### src/rtl/cva6_axi_timeout_guard_pkg.sv
// Shared AXI4 types, response codes and guard state encoding for the CVA6 timeout guard.
package cva6_axi_timeout_guard_pkg;

    localparam int unsigned ID_W   = 4;
    localparam int unsigned ADDR_W = 64;
    localparam int unsigned DATA_W = 64;

    localparam logic [1:0] RESP_OKAY   = 2'b00;
    localparam logic [1:0] RESP_SLVERR = 2'b10;

    typedef enum logic [1:0] {
        ST_PASS    = 2'd0,
        ST_DRAIN   = 2'd1,
        ST_ISOLATE = 2'd2
    } guard_state_e;

    typedef struct packed {
        logic [ID_W-1:0]   id;
        logic [ADDR_W-1:0] addr;
        logic [7:0]        len;
        logic [2:0]        size;
        logic [1:0]        burst;
    } ax_chan_t;

    typedef struct packed {
        logic [DATA_W-1:0]   data;
        logic [DATA_W/8-1:0] strb;
        logic                last;
    } w_chan_t;

    typedef struct packed {
        logic [ID_W-1:0] id;
        logic [1:0]      resp;
    } b_chan_t;

    typedef struct packed {
        logic [ID_W-1:0]   id;
        logic [DATA_W-1:0] data;
        logic [1:0]        resp;
        logic              last;
    } r_chan_t;

    typedef struct packed {
        ax_chan_t aw;
        logic     aw_valid;
        w_chan_t  w;
        logic     w_valid;
        logic     b_ready;
        ax_chan_t ar;
        logic     ar_valid;
        logic     r_ready;
    } axi_req_t;

    typedef struct packed {
        logic    aw_ready;
        logic    ar_ready;
        logic    w_ready;
        b_chan_t b;
        logic    b_valid;
        r_chan_t r;
        logic    r_valid;
    } axi_resp_t;

endpackage

### src/rtl/cva6_axi_timeout_guard_fifo.sv
// Outstanding-transaction FIFO holding {id, len} per accepted address beat.
module axi_id_fifo #(
    parameter int unsigned DEPTH = 8,
    parameter int unsigned WIDTH = 12
) (
    input  logic             clock_i,
    input  logic             reset_ni,
    input  logic             push_i,
    input  logic             pop_i,
    input  logic [WIDTH-1:0] data_i,
    output logic [WIDTH-1:0] data_o,
    output logic             full_o,
    output logic             empty_o
);
    localparam int unsigned PTR_W = (DEPTH > 1) ? $clog2(DEPTH) : 1;
    localparam int unsigned CNT_W = $clog2(DEPTH + 1);

    logic [WIDTH-1:0] mem_q [DEPTH];
    logic [WIDTH-1:0] mem_d [DEPTH];
    logic [PTR_W-1:0] wr_ptr_q, wr_ptr_d, rd_ptr_q, rd_ptr_d;
    logic [CNT_W-1:0] cnt_q, cnt_d;
    logic             do_push, do_pop;

    assign full_o  = (cnt_q == CNT_W'(DEPTH));
    assign empty_o = (cnt_q == '0);
    assign data_o  = mem_q[rd_ptr_q];

    // Push is allowed on a full FIFO only when a pop frees the slot in the same cycle.
    always_comb begin
        mem_d    = mem_q;
        wr_ptr_d = wr_ptr_q;
        rd_ptr_d = rd_ptr_q;
        do_push  = push_i & (~full_o | pop_i);
        do_pop   = pop_i & ~empty_o;
        if (do_push) begin
            mem_d[wr_ptr_q] = data_i;
            wr_ptr_d = (wr_ptr_q == PTR_W'(DEPTH - 1)) ? '0 : wr_ptr_q + PTR_W'(1);
        end
        if (do_pop) begin
            rd_ptr_d = (rd_ptr_q == PTR_W'(DEPTH - 1)) ? '0 : rd_ptr_q + PTR_W'(1);
        end
        cnt_d = cnt_q + CNT_W'(do_push) - CNT_W'(do_pop);
    end

    // Pointer and occupancy registers.
    always_ff @(posedge clock_i) begin
        if (!reset_ni) begin
            wr_ptr_q <= '0;
            rd_ptr_q <= '0;
            cnt_q    <= '0;
        end else begin
            wr_ptr_q <= wr_ptr_d;
            rd_ptr_q <= rd_ptr_d;
            cnt_q    <= cnt_d;
        end
    end

    // Storage needs no reset; entries are only read when counted valid.
    always_ff @(posedge clock_i) begin
        mem_q <= mem_d;
    end

endmodule

### src/rtl/cva6_axi_timeout_guard.sv
// AXI4 timeout guard between CVA6 and the crossbar; one FSM per direction.
//
// state      | meaning
// PASS       | transparent pass-through, outstanding requests timed
// DRAIN      | slave abandoned; synthesize SLVERR responses for every outstanding request
// ISOLATE    | all drained; reject new requests and sink slave responses until clear_i
module cva6_axi_timeout_guard
    import cva6_axi_timeout_guard_pkg::*;
#(
    parameter int unsigned TIMEOUT_CYCLES  = 1024,
    parameter int unsigned MAX_OUTSTANDING = 8,
    parameter int unsigned AXI_ID_WIDTH    = 4,
    parameter int unsigned AXI_ADDR_WIDTH  = 64,
    parameter int unsigned AXI_DATA_WIDTH  = 64
) (
    input  logic      clock_i,
    input  logic      reset_ni,
    input  axi_req_t  s_axi_req_i,
    output axi_resp_t s_axi_resp_o,
    output axi_req_t  m_axi_req_o,
    input  axi_resp_t m_axi_resp_i,
    input  logic      clear_i,
    output logic      rd_timeout_o,
    output logic      wr_timeout_o
);
    localparam int unsigned TMR_W  = $clog2(TIMEOUT_CYCLES + 1);
    localparam logic [TMR_W-1:0] TMO = TMR_W'(TIMEOUT_CYCLES);
    localparam int unsigned ENT_W  = AXI_ID_WIDTH + 8;
    localparam int unsigned WCNT_W = $clog2(MAX_OUTSTANDING + 1) + 1;

    // The struct types are fixed by the package; the parameters must agree with them.
    if (AXI_ID_WIDTH != ID_W || AXI_ADDR_WIDTH != ADDR_W || AXI_DATA_WIDTH != DATA_W) begin : g_width_check
        $error("AXI width parameters do not match the package struct widths");
    end

    guard_state_e      rd_state_q, rd_state_d, wr_state_q, wr_state_d;
    logic [TMR_W-1:0]  rd_timer_q, rd_timer_d, wr_timer_q, wr_timer_d;
    logic [7:0]        rd_beat_q, rd_beat_d;
    logic [WCNT_W-1:0] wlast_cnt_q, wlast_cnt_d;
    logic              rd_flag_q, rd_flag_d, wr_flag_q, wr_flag_d;

    logic              rd_push, rd_pop, rd_full, rd_empty;
    logic              wr_push, wr_pop, wr_full, wr_empty;
    logic [ENT_W-1:0]  rd_head, wr_head;
    logic [ID_W-1:0]   rd_head_id, wr_head_id;
    logic [7:0]        rd_head_len, wr_head_len_unused;
    logic              r_hs, b_hs, rd_last, wr_b_ok, w_last_hs, wcnt_inc, wcnt_dec;

    assign {rd_head_id, rd_head_len}        = rd_head;
    assign {wr_head_id, wr_head_len_unused} = wr_head;
    assign rd_timeout_o = rd_flag_q;
    assign wr_timeout_o = wr_flag_q;

    axi_id_fifo #(.DEPTH(MAX_OUTSTANDING), .WIDTH(ENT_W)) i_rd_fifo (
        .clock_i (clock_i),
        .reset_ni(reset_ni),
        .push_i  (rd_push),
        .pop_i   (rd_pop),
        .data_i  ({s_axi_req_i.ar.id, s_axi_req_i.ar.len}),
        .data_o  (rd_head),
        .full_o  (rd_full),
        .empty_o (rd_empty)
    );

    axi_id_fifo #(.DEPTH(MAX_OUTSTANDING), .WIDTH(ENT_W)) i_wr_fifo (
        .clock_i (clock_i),
        .reset_ni(reset_ni),
        .push_i  (wr_push),
        .pop_i   (wr_pop),
        .data_i  ({s_axi_req_i.aw.id, s_axi_req_i.aw.len}),
        .data_o  (wr_head),
        .full_o  (wr_full),
        .empty_o (wr_empty)
    );

    // Channel muxing, FIFO control, timers and next state for both directions.
    always_comb begin
        m_axi_req_o  = s_axi_req_i;
        s_axi_resp_o = m_axi_resp_i;
        rd_state_d   = rd_state_q;
        rd_timer_d   = rd_timer_q;
        rd_beat_d    = rd_beat_q;
        rd_flag_d    = rd_flag_q;
        wr_state_d   = wr_state_q;
        wr_timer_d   = wr_timer_q;
        wr_flag_d    = wr_flag_q;
        wlast_cnt_d  = wlast_cnt_q;
        rd_push      = 1'b0;
        rd_pop       = 1'b0;
        wr_push      = 1'b0;
        wr_pop       = 1'b0;
        r_hs         = m_axi_resp_i.r_valid & s_axi_req_i.r_ready;
        b_hs         = m_axi_resp_i.b_valid & s_axi_req_i.b_ready;
        rd_last      = (rd_beat_q == rd_head_len);
        wr_b_ok      = ~wr_empty & (wlast_cnt_q != '0);

        unique case (rd_state_q)
            ST_PASS: begin
                m_axi_req_o.ar_valid  = s_axi_req_i.ar_valid & ~rd_full;
                s_axi_resp_o.ar_ready = m_axi_resp_i.ar_ready & ~rd_full;
                rd_push = s_axi_req_i.ar_valid & m_axi_resp_i.ar_ready & ~rd_full;
                rd_pop  = r_hs & m_axi_resp_i.r.last;
                if (rd_empty || r_hs) rd_timer_d = '0;
                else if (rd_timer_q != TMO) rd_timer_d = rd_timer_q + TMR_W'(1);
                // A response in the expiry cycle counts as progress and cancels the abort.
                if (rd_timer_q == TMO && !r_hs && !rd_empty) begin
                    rd_state_d = ST_DRAIN;
                    rd_flag_d  = 1'b1;
                    rd_timer_d = '0;
                end
            end
            ST_DRAIN: begin
                m_axi_req_o.ar_valid  = 1'b0;
                m_axi_req_o.r_ready   = 1'b1;
                s_axi_resp_o.ar_ready = 1'b0;
                s_axi_resp_o.r_valid  = ~rd_empty;
                s_axi_resp_o.r.id     = rd_head_id;
                s_axi_resp_o.r.data   = '0;
                s_axi_resp_o.r.resp   = RESP_SLVERR;
                s_axi_resp_o.r.last   = rd_last;
                if (!rd_empty && s_axi_req_i.r_ready) begin
                    if (rd_last) begin
                        rd_pop    = 1'b1;
                        rd_beat_d = '0;
                    end else begin
                        rd_beat_d = rd_beat_q + 8'd1;
                    end
                end
                if (rd_empty) rd_state_d = ST_ISOLATE;
            end
            ST_ISOLATE: begin
                m_axi_req_o.ar_valid  = 1'b0;
                m_axi_req_o.r_ready   = 1'b1;
                s_axi_resp_o.ar_ready = 1'b0;
                s_axi_resp_o.r_valid  = 1'b0;
                if (clear_i) begin
                    rd_state_d = ST_PASS;
                    rd_flag_d  = 1'b0;
                    rd_timer_d = '0;
                    rd_beat_d  = '0;
                end
            end
            default: rd_state_d = ST_PASS;
        endcase

        unique case (wr_state_q)
            ST_PASS: begin
                m_axi_req_o.aw_valid  = s_axi_req_i.aw_valid & ~wr_full;
                s_axi_resp_o.aw_ready = m_axi_resp_i.aw_ready & ~wr_full;
                wr_push = s_axi_req_i.aw_valid & m_axi_resp_i.aw_ready & ~wr_full;
                wr_pop  = b_hs;
                if (wr_empty || b_hs) wr_timer_d = '0;
                else if (wr_timer_q != TMO) wr_timer_d = wr_timer_q + TMR_W'(1);
                if (wr_timer_q == TMO && !b_hs && !wr_empty) begin
                    wr_state_d = ST_DRAIN;
                    wr_flag_d  = 1'b1;
                    wr_timer_d = '0;
                end
            end
            ST_DRAIN: begin
                m_axi_req_o.aw_valid  = 1'b0;
                m_axi_req_o.w_valid   = 1'b0;
                m_axi_req_o.b_ready   = 1'b1;
                s_axi_resp_o.aw_ready = 1'b0;
                s_axi_resp_o.w_ready  = 1'b1;
                // B for the head waits until its data burst has been fully consumed.
                s_axi_resp_o.b_valid  = wr_b_ok;
                s_axi_resp_o.b.id     = wr_head_id;
                s_axi_resp_o.b.resp   = RESP_SLVERR;
                wr_pop = wr_b_ok & s_axi_req_i.b_ready;
                if (wr_empty) wr_state_d = ST_ISOLATE;
            end
            ST_ISOLATE: begin
                m_axi_req_o.aw_valid  = 1'b0;
                m_axi_req_o.w_valid   = 1'b0;
                m_axi_req_o.b_ready   = 1'b1;
                s_axi_resp_o.aw_ready = 1'b0;
                s_axi_resp_o.w_ready  = 1'b0;
                s_axi_resp_o.b_valid  = 1'b0;
                if (clear_i) begin
                    wr_state_d = ST_PASS;
                    wr_flag_d  = 1'b0;
                    wr_timer_d = '0;
                end
            end
            default: wr_state_d = ST_PASS;
        endcase

        // WLAST beats seen minus B responses retired; W may legally lead its AW.
        w_last_hs   = s_axi_req_i.w_valid & s_axi_resp_o.w_ready & s_axi_req_i.w.last;
        wcnt_inc    = w_last_hs & (wlast_cnt_q != '1);
        wcnt_dec    = wr_pop & (wlast_cnt_q != '0);
        wlast_cnt_d = wlast_cnt_q + WCNT_W'(wcnt_inc) - WCNT_W'(wcnt_dec);
        if (wr_state_q == ST_ISOLATE) wlast_cnt_d = '0;
    end

    // State, timer and counter registers.
    always_ff @(posedge clock_i) begin
        if (!reset_ni) begin
            rd_state_q  <= ST_PASS;
            wr_state_q  <= ST_PASS;
            rd_timer_q  <= '0;
            wr_timer_q  <= '0;
            rd_beat_q   <= '0;
            wlast_cnt_q <= '0;
            rd_flag_q   <= 1'b0;
            wr_flag_q   <= 1'b0;
        end else begin
            rd_state_q  <= rd_state_d;
            wr_state_q  <= wr_state_d;
            rd_timer_q  <= rd_timer_d;
            wr_timer_q  <= wr_timer_d;
            rd_beat_q   <= rd_beat_d;
            wlast_cnt_q <= wlast_cnt_d;
            rd_flag_q   <= rd_flag_d;
            wr_flag_q   <= wr_flag_d;
        end
    end

endmodule

### config.mk
export PLATFORM = sky130hd
export DESIGN_NAME = cva6_axi_timeout_guard
export DESIGN_NICKNAME = d
export VERILOG_FILES = /design/src/rtl/cva6_axi_timeout_guard_pkg.sv /design/src/rtl/cva6_axi_timeout_guard_fifo.sv /design/src/rtl/cva6_axi_timeout_guard.sv
export SDC_FILE = /design/constraint.sdc
export NUM_CORES = 1
export LEC_CHECK = 0
export ABC_CLOCK_PERIOD_IN_PS = 8200
export BUFFER_PORTS_ARGS = -buffer_cell sky130_fd_sc_hd__buf_4
export CAP_MARGIN = 20
export CORE_AREA = 2 2 251 253
export DETAILED_ROUTE_END_ITERATION = 8
export DIE_AREA = 0 0 253 255
export HOLD_SLACK_MARGIN = 0.08
export PLACE_DENSITY_LB_ADDON = 0.2
export REMOVE_ABC_BUFFERS = 1
export SYNTH_ARGS = -nofsm -noshare
export SYNTH_HDL_FRONTEND = slang
export SYNTH_SLANG_ARGS = --single-unit
### constraint.sdc
create_clock -name clock_i -period 8.2 [get_ports clock_i]
set_input_delay 0.41 -clock clock_i [delete_from_list [all_inputs] [get_ports clock_i]]
set_output_delay 0.41 -clock clock_i [all_outputs]
set_load 0.1 [all_outputs]
* Yosys cells after proc, flatten, opt, wreduce, memory -nomap -nowiden
Index checks and enable logic that the tools add are counted.
Widths: inputs -> output; s select.
** Storage, ports and cells
- Flip-flop bits (word level) :: 253
- Output and inout port bits :: 324
** Operators by class
- $add $sub $neg :: 13
- Order comparisons :: 6
- Eq/ne operators :: 25
- Muxes and demuxes :: 58
- Bitwise gates (word level) :: 32
- Reductions and logical operators :: 31
** Operators with widths (number)
- $bwmux 96 :: 2
- $mux 11 :: 7
- $bmux 12 s3 :: 2
- $demux 12 s3 :: 2
- $mux 12 :: 6
- $mux 71 :: 1
- $pmux 11 s2 :: 2
- $mux 8 :: 3
- $add 11x1->11 const B :: 2
- $eq 11x11->1 const B :: 2
- $ne 11x11->1 const B :: 2
- $pmux 1 s2 :: 11
- $and 1x1->1 :: 21
- $reduce_and 3->1 :: 7
- $ge 4x4->1 const B :: 4
- $not 3->4 :: 4
- $pmux 8 s2 :: 1
- $add 3x1->3 const B :: 4
- $eq 3x3->1 const B :: 4
- $mux 2 :: 6
- $mux 3 :: 4
- $pmux 2 s3 :: 2
- $ne 2x2->1 const B :: 5
- $add 4x1->4 :: 2
- 24 further kinds :: 59

* Longest topological paths before layout
Gate-level depths: netlist of run 1.
- Depth after elaboration :: 12
- Depth in mapped cells :: 15
- Gate-level depth less buffers :: 13

* Hierarchy
A second synthesis of run 1 with hierarchy kept.
** Unflattened totals
- Cells, all modules :: 1087
- Area total of the unflattened synthesis :: 13714.4 sq um
** By module, submodules not included
- cva6_axi_timeout_guard :: instances 1, cells each 657, area an instance 5024.8 sq um
- axi_id_fifo at i_wr_fifo :: instances 1, cells each 215, area an instance 4346.7 sq um
- axi_id_fifo at i_rd_fifo :: instances 1, cells each 215, area an instance 4342.9 sq um

* Least setup slack after synthesis of run 1
No wires, ideal clock.
- Path type :: reg2out
- From :: reg i_rd_fifo.rd_ptr_q[1]
- To :: out s_axi_resp_o[1] (netlist name)
- Arrival :: 3.597 ns
- Data required time :: 7.790 ns
- Slack :: 4.193 ns
- Stages on the path, launching flop included :: 9
- Path buffers :: 2
- Cells stage by stage :: dfxtp_1 -> buf_4 -> buf_1 -> mux4_1 -> mux2i_1 -> xor2_1 -> nand2_1 -> or4_4 -> mux2i_1
** RTL lines
- start, declared :: RTL line cva6_axi_timeout_guard_fifo.sv:20 : logic [PTR_W-1:0] wr_ptr_q, wr_ptr_d, rd_ptr_q, rd_ptr_d;
- start signal, assigned :: RTL line cva6_axi_timeout_guard_fifo.sv:53 : rd_ptr_q <= rd_ptr_d;
- end, declared :: RTL line cva6_axi_timeout_guard.sv:19 : output axi_resp_t s_axi_resp_o,

==> impl_metrics.toml, run 1 <==
[clock_tree]
cts_buffer_depth = 2
htree_levels = 4
cts_num_sinks = 189
path_clk_slew_ns = 0.08
cts_resized = 0
cts_root_buffer = "clkbuf_16"
numCtsBuffers = 17
clk_latency_ns = 0.46
cts_tree = "yes"
cts_hold_buf = 0
post_cts_buffers = 0

[hold_path]
holdCritPathClass = "in -> reg"

[drt]
drt-total-wl_um = 90600
wire_per_inst_um = 51.3
drt_iter0_drc = 656
via_count = 7283
antenna_left = 0
via_per_inst = 4.13
remaining_drc_errors = 0
dr.pass1.iters = 6

[die]
io_pins = 649
fp.dieArea_sq_um = 64500
core_area_sq_um = 62200
row_count = 92
start_util_pct = 17.3
die_w_um = 253
die_y_um = 255

[global_route]
grt_usage_pct = 27.6
grt_max_degree = 81
grt_pass1_vias = 6984
gr-total-overflow = 0
grt_pass1_wl_um = 106000
antenna_found_initial = 2

[synthesis]
ys_ff_latch = 189
synth_flop_cell = "edfxtp_1"
synth_enable_flop_cells = 128
synthTopCellsByArea = "edfxtp_1 36%, buf_4 16%, dfxtp_1 11%, ha_1 4.6%, mux4_2 4.4%"
async_flop_share_pct = 0
synthTopCellsByCount = "236 x buf_4, 128 x edfxtp_1, 75 x nor2_1, 75 x nor2b_1, 61 x dfxtp_1"
yosysTopAreaCellShare_pct = 35.7
synth_cell_types = 52
netlist_instances = 972
synth-seq-area-share_pct = 47.0
yosysMostFrequentCell = "buf_4"
synthesis.area_sq_um = 10800
synth_warnings = 0
syn_avg_cell_area_sq_um = 11.1
yosysTopAreaCell = "edfxtp_1"

[critical_path]
r2r_slack_ns = 4.40
reg2reg_from = "i_rd_fifo.rd_ptr_q[2]"
rr_worst_depth = 11
worst-setup-path-type = "reg -> out"
crit_path_max_incr_delay_ns = 1.01
critPathSlowestCell = "dfxtp_1"
cp_max_fo = 18
worst-path-buf-inv = 1
path_delay_family = "flip-flops"
start_kind = "flop"
cpMostUsedCell = "mux2i_1"
end_kind = "output port"
crit_start = "i_rd_fifo.rd_ptr_q[2]"
cp.depth = 7
cp-endpoint = "s_axi_resp_o[1]"
regToRegEndpoint = "i_rd_fifo.cnt_q[1]"
path_cells = "mux4_2 -> mux2i_1 -> xor2_1 -> nand2_1 -> or4_4 -> mux2i_1 -> buf_4"
crit_arrival_ns = 3.57
cp_data_required_time_ns = 7.79

[placement]
place.gp.congestion = 1.04
place_ws_ns = 4.38
dpl.hpwl_um = 80900
port_buffers = 212

[power_and_ir_drop]
powerDensity_nw_per_um2 = 284
vdd_drop_max_v = 0.000117
leakage_nw = 4.48

[sta]
final.setup_skew_ns = 0.0126
hold_viol = 0
maxSlewViolCount = 0
setup_tns_ns = 0
period_share_pct = 48.5
setup_violations = 0
fmax_mhz = 251
rsz0062_at_grt = "false"
setup_slack_ns = 4.22
fin_crit_ns = 3.98
worstMarginPinSlew_ns = 1.04
slew-limit-headroom_pct = 30.9

[cells_and_area]
drive_gt1_share_pct = 30.0
nets = 1319
fillers = 6810
syn_to_final_growth_pct = 13.2

[run_status]
status = "finished, final reports clean"

[flow_run]
cap_violations = 0
## flip-flops by register name, summed over array words and instances, names as in the netlist, 3 cells and up
name                flops
i_rd_fifo.cnt_q         4
i_rd_fifo.mem_q        96
i_rd_fifo.rd_ptr_q      3
i_rd_fifo.wr_ptr_q      3
i_wr_fifo.cnt_q         4
i_wr_fifo.mem_q        32
i_wr_fifo.rd_ptr_q      3
i_wr_fifo.wr_ptr_q      3
rd_beat_q               8
rd_timer_q             11
wlast_cnt_q             5
wr_timer_q             11
## cells by family after synthesis
kind of cell             count (synthesis)  share of synthesized area (%)
AO/OA/AOI/OAI                           69                           3.77
adder cells (fa/ha/maj)                 43                           5.20
AND/OR/NAND/NOR                        281                           13.5
flip-flops                             189                           47.0
XOR/XNOR                                34                           2.76
multiplexers                            59                           8.99
buffers and inverters                  297                           18.8
## per-stage QoR
| stage | instances | utilization, % | instance area [sq um] | total power, mW | hold WS (ns) |
|---|---|---|---|---|---|
| finish | 1765 | 19.6 | 12200 | 3.46 | 0.191 |
| detailed placement | 1730 | 18.6 | 11600 | 2.64 | 0.487 |
| floorplan | 713 | - | 8890 | 2.21 | 0.462 |
| global placement | 1730 | 18.6 | 11600 | 2.64 | 0.477 |
| global route | 1763 | 19.6 | 12200 | 3.62 | 0.181 |
| CTS | 1762 | 19.6 | 12200 | 3.49 | 0.164 |
## metal layers
metal  share of wire [%]  up-vias  track usage [%]
li1                    -     3055                -
met1                  23     3399             18.0
met2                  45      691             43.5
met3                  24      120             32.1
met4                 6.1       18             14.7
met5                 1.3        -             13.1
## worst min-delay path by stage
stage | start | endpoint | slack, ns | cells past startpoint
floorplan | rd_timer_q[1] | rd_timer_q[1] | 0.46 | 2
global placement | rd_timer_q[1] | rd_timer_q[1] | 0.48 | 2
detailed placement | rd_timer_q[1] | rd_timer_q[1] | 0.49 | 2
CTS | s_axi_req_i[9] | i_rd_fifo.mem_q[86] | 0.16 | 1
global route | s_axi_req_i[79] | i_rd_fifo.mem_q[32] | 0.18 | 1
finish | s_axi_req_i[9] | i_rd_fifo.mem_q[26] | 0.19 | 1
## area by class of cell
type / count / area (sq um) / area share, %
flip-flops and latches: 189 / 5060 / 41.5
multi-input cells: 486 / 3750 / 30.7
repair buffers: 219 / 1640 / 13.5
well taps: 799 / 1000 / 8.20
clock buffers: 17 / 425 / 3.49
clock inverters: 15 / 170 / 1.40
inverters: 38 / 143 / 1.17
diodes: 2 / 5.00 / 0.0410
## placed cells by master (no fill, tap or decap), types with 3 or more instances in the layout
cell type / Yosys / routed
buf_4: 236 / 218
edfxtp_1: 128 / 128
nor2b_1: 75 / 75
nor2_1: 75 / 73
dfxtp_1: 61 / 61
nand2_1: 50 / 50
ha_1: 40 / 39
a21oi_1: 38 / 38
inv_1: 37 / 37
mux2i_1: 30 / 30
xor2_1: 23 / 23
mux4_2: 21 / 21
clkbuf_16: 0 / 17
nand3_1: 13 / 13
xnor2_1: 11 / 11
nand2b_1: 9 / 9
o21ai_0: 9 / 9
and3_1: 8 / 8
mux4_1: 7 / 7
nor3_1: 11 / 7
and2_1: 6 / 6
nor4_1: 7 / 6
clkinv_8: 0 / 5
a22oi_1: 4 / 4
nand4_1: 4 / 4
or2_2: 4 / 4
nor3b_1: 4 / 4
a21o_1: 4 / 4
nor3_4: 0 / 3
nor4b_1: 3 / 3
or3_1: 3 / 3
o21ai_1: 3 / 3
fa_1: 3 / 3
inv_8: 0 / 3
clkinv_4: 0 / 3
## power breakdown
part / internal (mW) / switching, mW / total (mW)
logic: 0.379 / 1.11 / 1.49
registers: 1.08 / 0.0482 / 1.12
clock network: 0.409 / 0.436 / 0.845
(Power assumes the default switching activity.)
==> run 2, diff against run 1 <==
--- a/config.mk
+++ b/config.mk
@@ -5,12 +5,12 @@
 export SDC_FILE = /design/constraint.sdc
 export NUM_CORES = 1
 export LEC_CHECK = 0
-export ABC_CLOCK_PERIOD_IN_PS = 8200
+export ABC_CLOCK_PERIOD_IN_PS = 3300
 export BUFFER_PORTS_ARGS = -buffer_cell sky130_fd_sc_hd__buf_4
 export CAP_MARGIN = 20
-export CORE_AREA = 2 2 251 253
+export CORE_AREA = 2 2 252 254
 export DETAILED_ROUTE_END_ITERATION = 8
-export DIE_AREA = 0 0 253 255
+export DIE_AREA = 0 0 254 256
 export HOLD_SLACK_MARGIN = 0.08
 export PLACE_DENSITY_LB_ADDON = 0.2
 export REMOVE_ABC_BUFFERS = 1
==> constraint.sdc (replaced) <==
create_clock -name clock_i -period 3.3 [get_ports clock_i]
set_input_delay 0.165 -clock clock_i [delete_from_list [all_inputs] [get_ports clock_i]]
set_output_delay 0.165 -clock clock_i [all_outputs]
set_load 0.1 [all_outputs]
==> run 2 against run 1 <==
Effect of this change: the flow now finishes with violations (setup timing); die area rose by 0.79%; register-to-register slack got worse by 4.4 ns; wire length decreased by 1.0%; clock-buffer cell count unchanged; non-clock buffer count rose by 54; worst hold slack better by 0.0020 ns; clock skew is essentially flat; power rose to 2.6 times the previous value; utilization up 0.95 points; combinational power grew to 2.6 times the previous value; global-route usage fell by 0.51 points; sequential power grew to 2.5 times the previous value.
==> impl_metrics.toml, run 2 (synthesized netlist as in run 1, its figures left out) <==
[run_status]
status = "finished, violations left"
violations = "setup timing"

[drt]
wire_per_inst_um = 48.1
remaining_drc_errors = 0
dr.pass1.iters = 5
drt_iter0_drc = 543
via_per_inst = 4.07
via_count = 7594
drt-total-wl_um = 89700
antenna_left = 0

[clock_tree]
numCtsBuffers = 17
path_clk_slew_ns = 0.08
htree_levels = 4
clk_latency_ns = 0.45
cts_root_buffer = "clkbuf_16"
cts_num_sinks = 189
cts_buffer_depth = 2
cts_tree = "yes"

[cells_and_area]
reg_top3 = "i_rd_fifo.mem_q (96), i_wr_fifo.mem_q (32)"
layout_common_cells = "246 x buf_4, 128 x edfxtp_1, 75 x nor2b_1, 75 x nor2_1, 59 x dfxtp_1"
nets = 1373
syn_to_final_growth_pct = 19.1
final_util_pct = 20.6
top_register = "i_rd_fifo.mem_q"
diodes = 0
drive_gt1_share_pct = 33.2
layout.cells.most_common = "buf_4"
final_cells = 1864
largest_register_ffs = 96
fillers = 6813

[sta]
final.setup_skew_ns = 0.0123
setup_tns_ns = -0.0109
worstMarginPinSlew_ns = 0.721
fmax_mhz = 302
maxSlewViolCount = 0
slew-limit-headroom_pct = 51.6
fin_crit_ns = 3.31
period_share_pct = 100
fin_hold_ws_ns = 0.193
setup_slack_ns = -0.0109
hold_viol = 0
setup_violations = 1
rsz0062_at_grt = "true"

[die]
die_w_um = 254
start_util_pct = 17.3
die_y_um = 256
fp.dieArea_sq_um = 65000
row_count = 92
io_pins = 649
core_area_sq_um = 62400

[placement]
port_buffers = 212
dpl.hpwl_um = 80500
dp_cells = 1809
place.gp.congestion = 1.04

[critical_path]
path_cells = "buf_12 -> buf_6 -> mux4_2 -> mux2i_2 -> xor2_1 -> nand2_1 -> or4_4 -> o22ai_4 -> ha_4 -> inv_2 -> ha_4 -> fa_1 -> and2_1"
rr_worst_depth = 13
crit_arrival_ns = 3.66
reg2reg_from = "i_rd_fifo.rd_ptr_q[0]"
cp_max_fo = 5
regToRegEndpoint = "i_rd_fifo.cnt_q[1]"
worst-setup-path-type = "reg -> reg"
crit_path_max_incr_delay_ns = 0.56
cpMostUsedCell = "ha_4"
r2r_slack_ns = -0.01
cp-endpoint = "i_rd_fifo.cnt_q[1]"
end_kind = "flop"
crit_start = "i_rd_fifo.rd_ptr_q[0]"
cp_data_required_time_ns = 3.65
critPathSlowestCell = "or4_4"
start_kind = "flop"

[global_route]
gr-total-overflow = 0
grt_pass1_vias = 7273
grt_usage_pct = 27.1
grt_max_degree = 66
antenna_found_initial = 0
grt_pass1_wl_um = 106000

[power_and_ir_drop]
leakage_nw = 4.77
vdd_drop_max_v = 0.000363
powerDensity_nw_per_um2 = 691

[flow_run]
cap_violations = 0

[hold_path]
holdCritPathClass = "in -> reg"
run 2: cell types whose count changed in the layout (fill, tap and decap cells not counted), sizes merged:
cell and delta:
buf +36, dlygate4sd3 +18, clkinv -6, inv +4, bufinv +2, diode -2
run 2: worst min path at each step:
stage,startpoint,cells past startpoint,endpoint,slack (ns)
2_1_floorplan,s_axi_req_i[7],0,i_rd_fifo.mem_q[0],0.26
3_3_place_gp,s_axi_req_i[35],0,m_axi_req_o[35],0.34
3_5_place_dp,s_axi_req_i[35],0,m_axi_req_o[35],0.34
4_1_cts,m_axi_resp_i[80],5,i_rd_fifo.wr_ptr_q[2],0.16
5_1_grt,m_axi_resp_i[80],5,i_rd_fifo.wr_ptr_q[2],0.20
6_report,m_axi_resp_i[80],5,i_rd_fifo.wr_ptr_q[2],0.19
run 2: repair_timing:
item | 4_1_cts | 5_1_grt
hold buffers | 18 | 0
resized for setup | 13 | 11
buffers inserted | 2 | 3
pin swaps | 3 | 10
endpoints found under the setup margin | 4 | 4
hold endpoints to repair | 131 | 0
run 2: worst max-delay path: cells and delay by family, from the launching register on:
kind / cells / cell delay [ns]
muxes: 2 / 0.68
and+or+nand+nor: 3 / 0.80
buffers and inverters: 3 / 0.27
AOI/OAI and AO/OA: 1 / 0.18
adders and majority gates: 3 / 0.75
DFF: 1 / 0.38
xor gates and xnor gates: 1 / 0.16
run 2: stage by stage:
stage	area [sq um]	power, mW	setup WS, ns
after detailed placement	11900	6.61	-0.159
final	12800	8.86	-0.0109
after floorplan	8890	5.49	-0.974
after global placement	11900	6.62	-0.178
after CTS	12800	8.92	-0.0588
after global routing	12800	9.25	-0.0986
run 2: layer usage:
layer | vias to the layer above | routed length [um] | GRT usage [%]
met5 | - | 857 | 9.62
met4 | 12 | 3700 | 9.90
met3 | 88 | 22700 | 32.5
met2 | 753 | 41900 | 44.2
met1 | 3568 | 20500 | 17.5
li1 | 3173 | - | -
run 2: power breakdown:
| part | internal [mW] | total [mW] | switching [mW] |
|---|---|---|---|
| sequential | 2.67 | 2.80 | 0.122 |
| combinational | 1.05 | 3.83 | 2.78 |
| clock | 1.17 | 2.24 | 1.07 |
run 2: area by class of cell:
class	count	area, sq um	area share, %
flip-flops and latches	189	5070	39.5
multi-input cells	486	3770	29.4
repair buffers	273	2150	16.8
well taps	846	1060	8.25
clock buffers	17	425	3.31
clock inverters	15	208	1.62
inverters	38	143	1.11
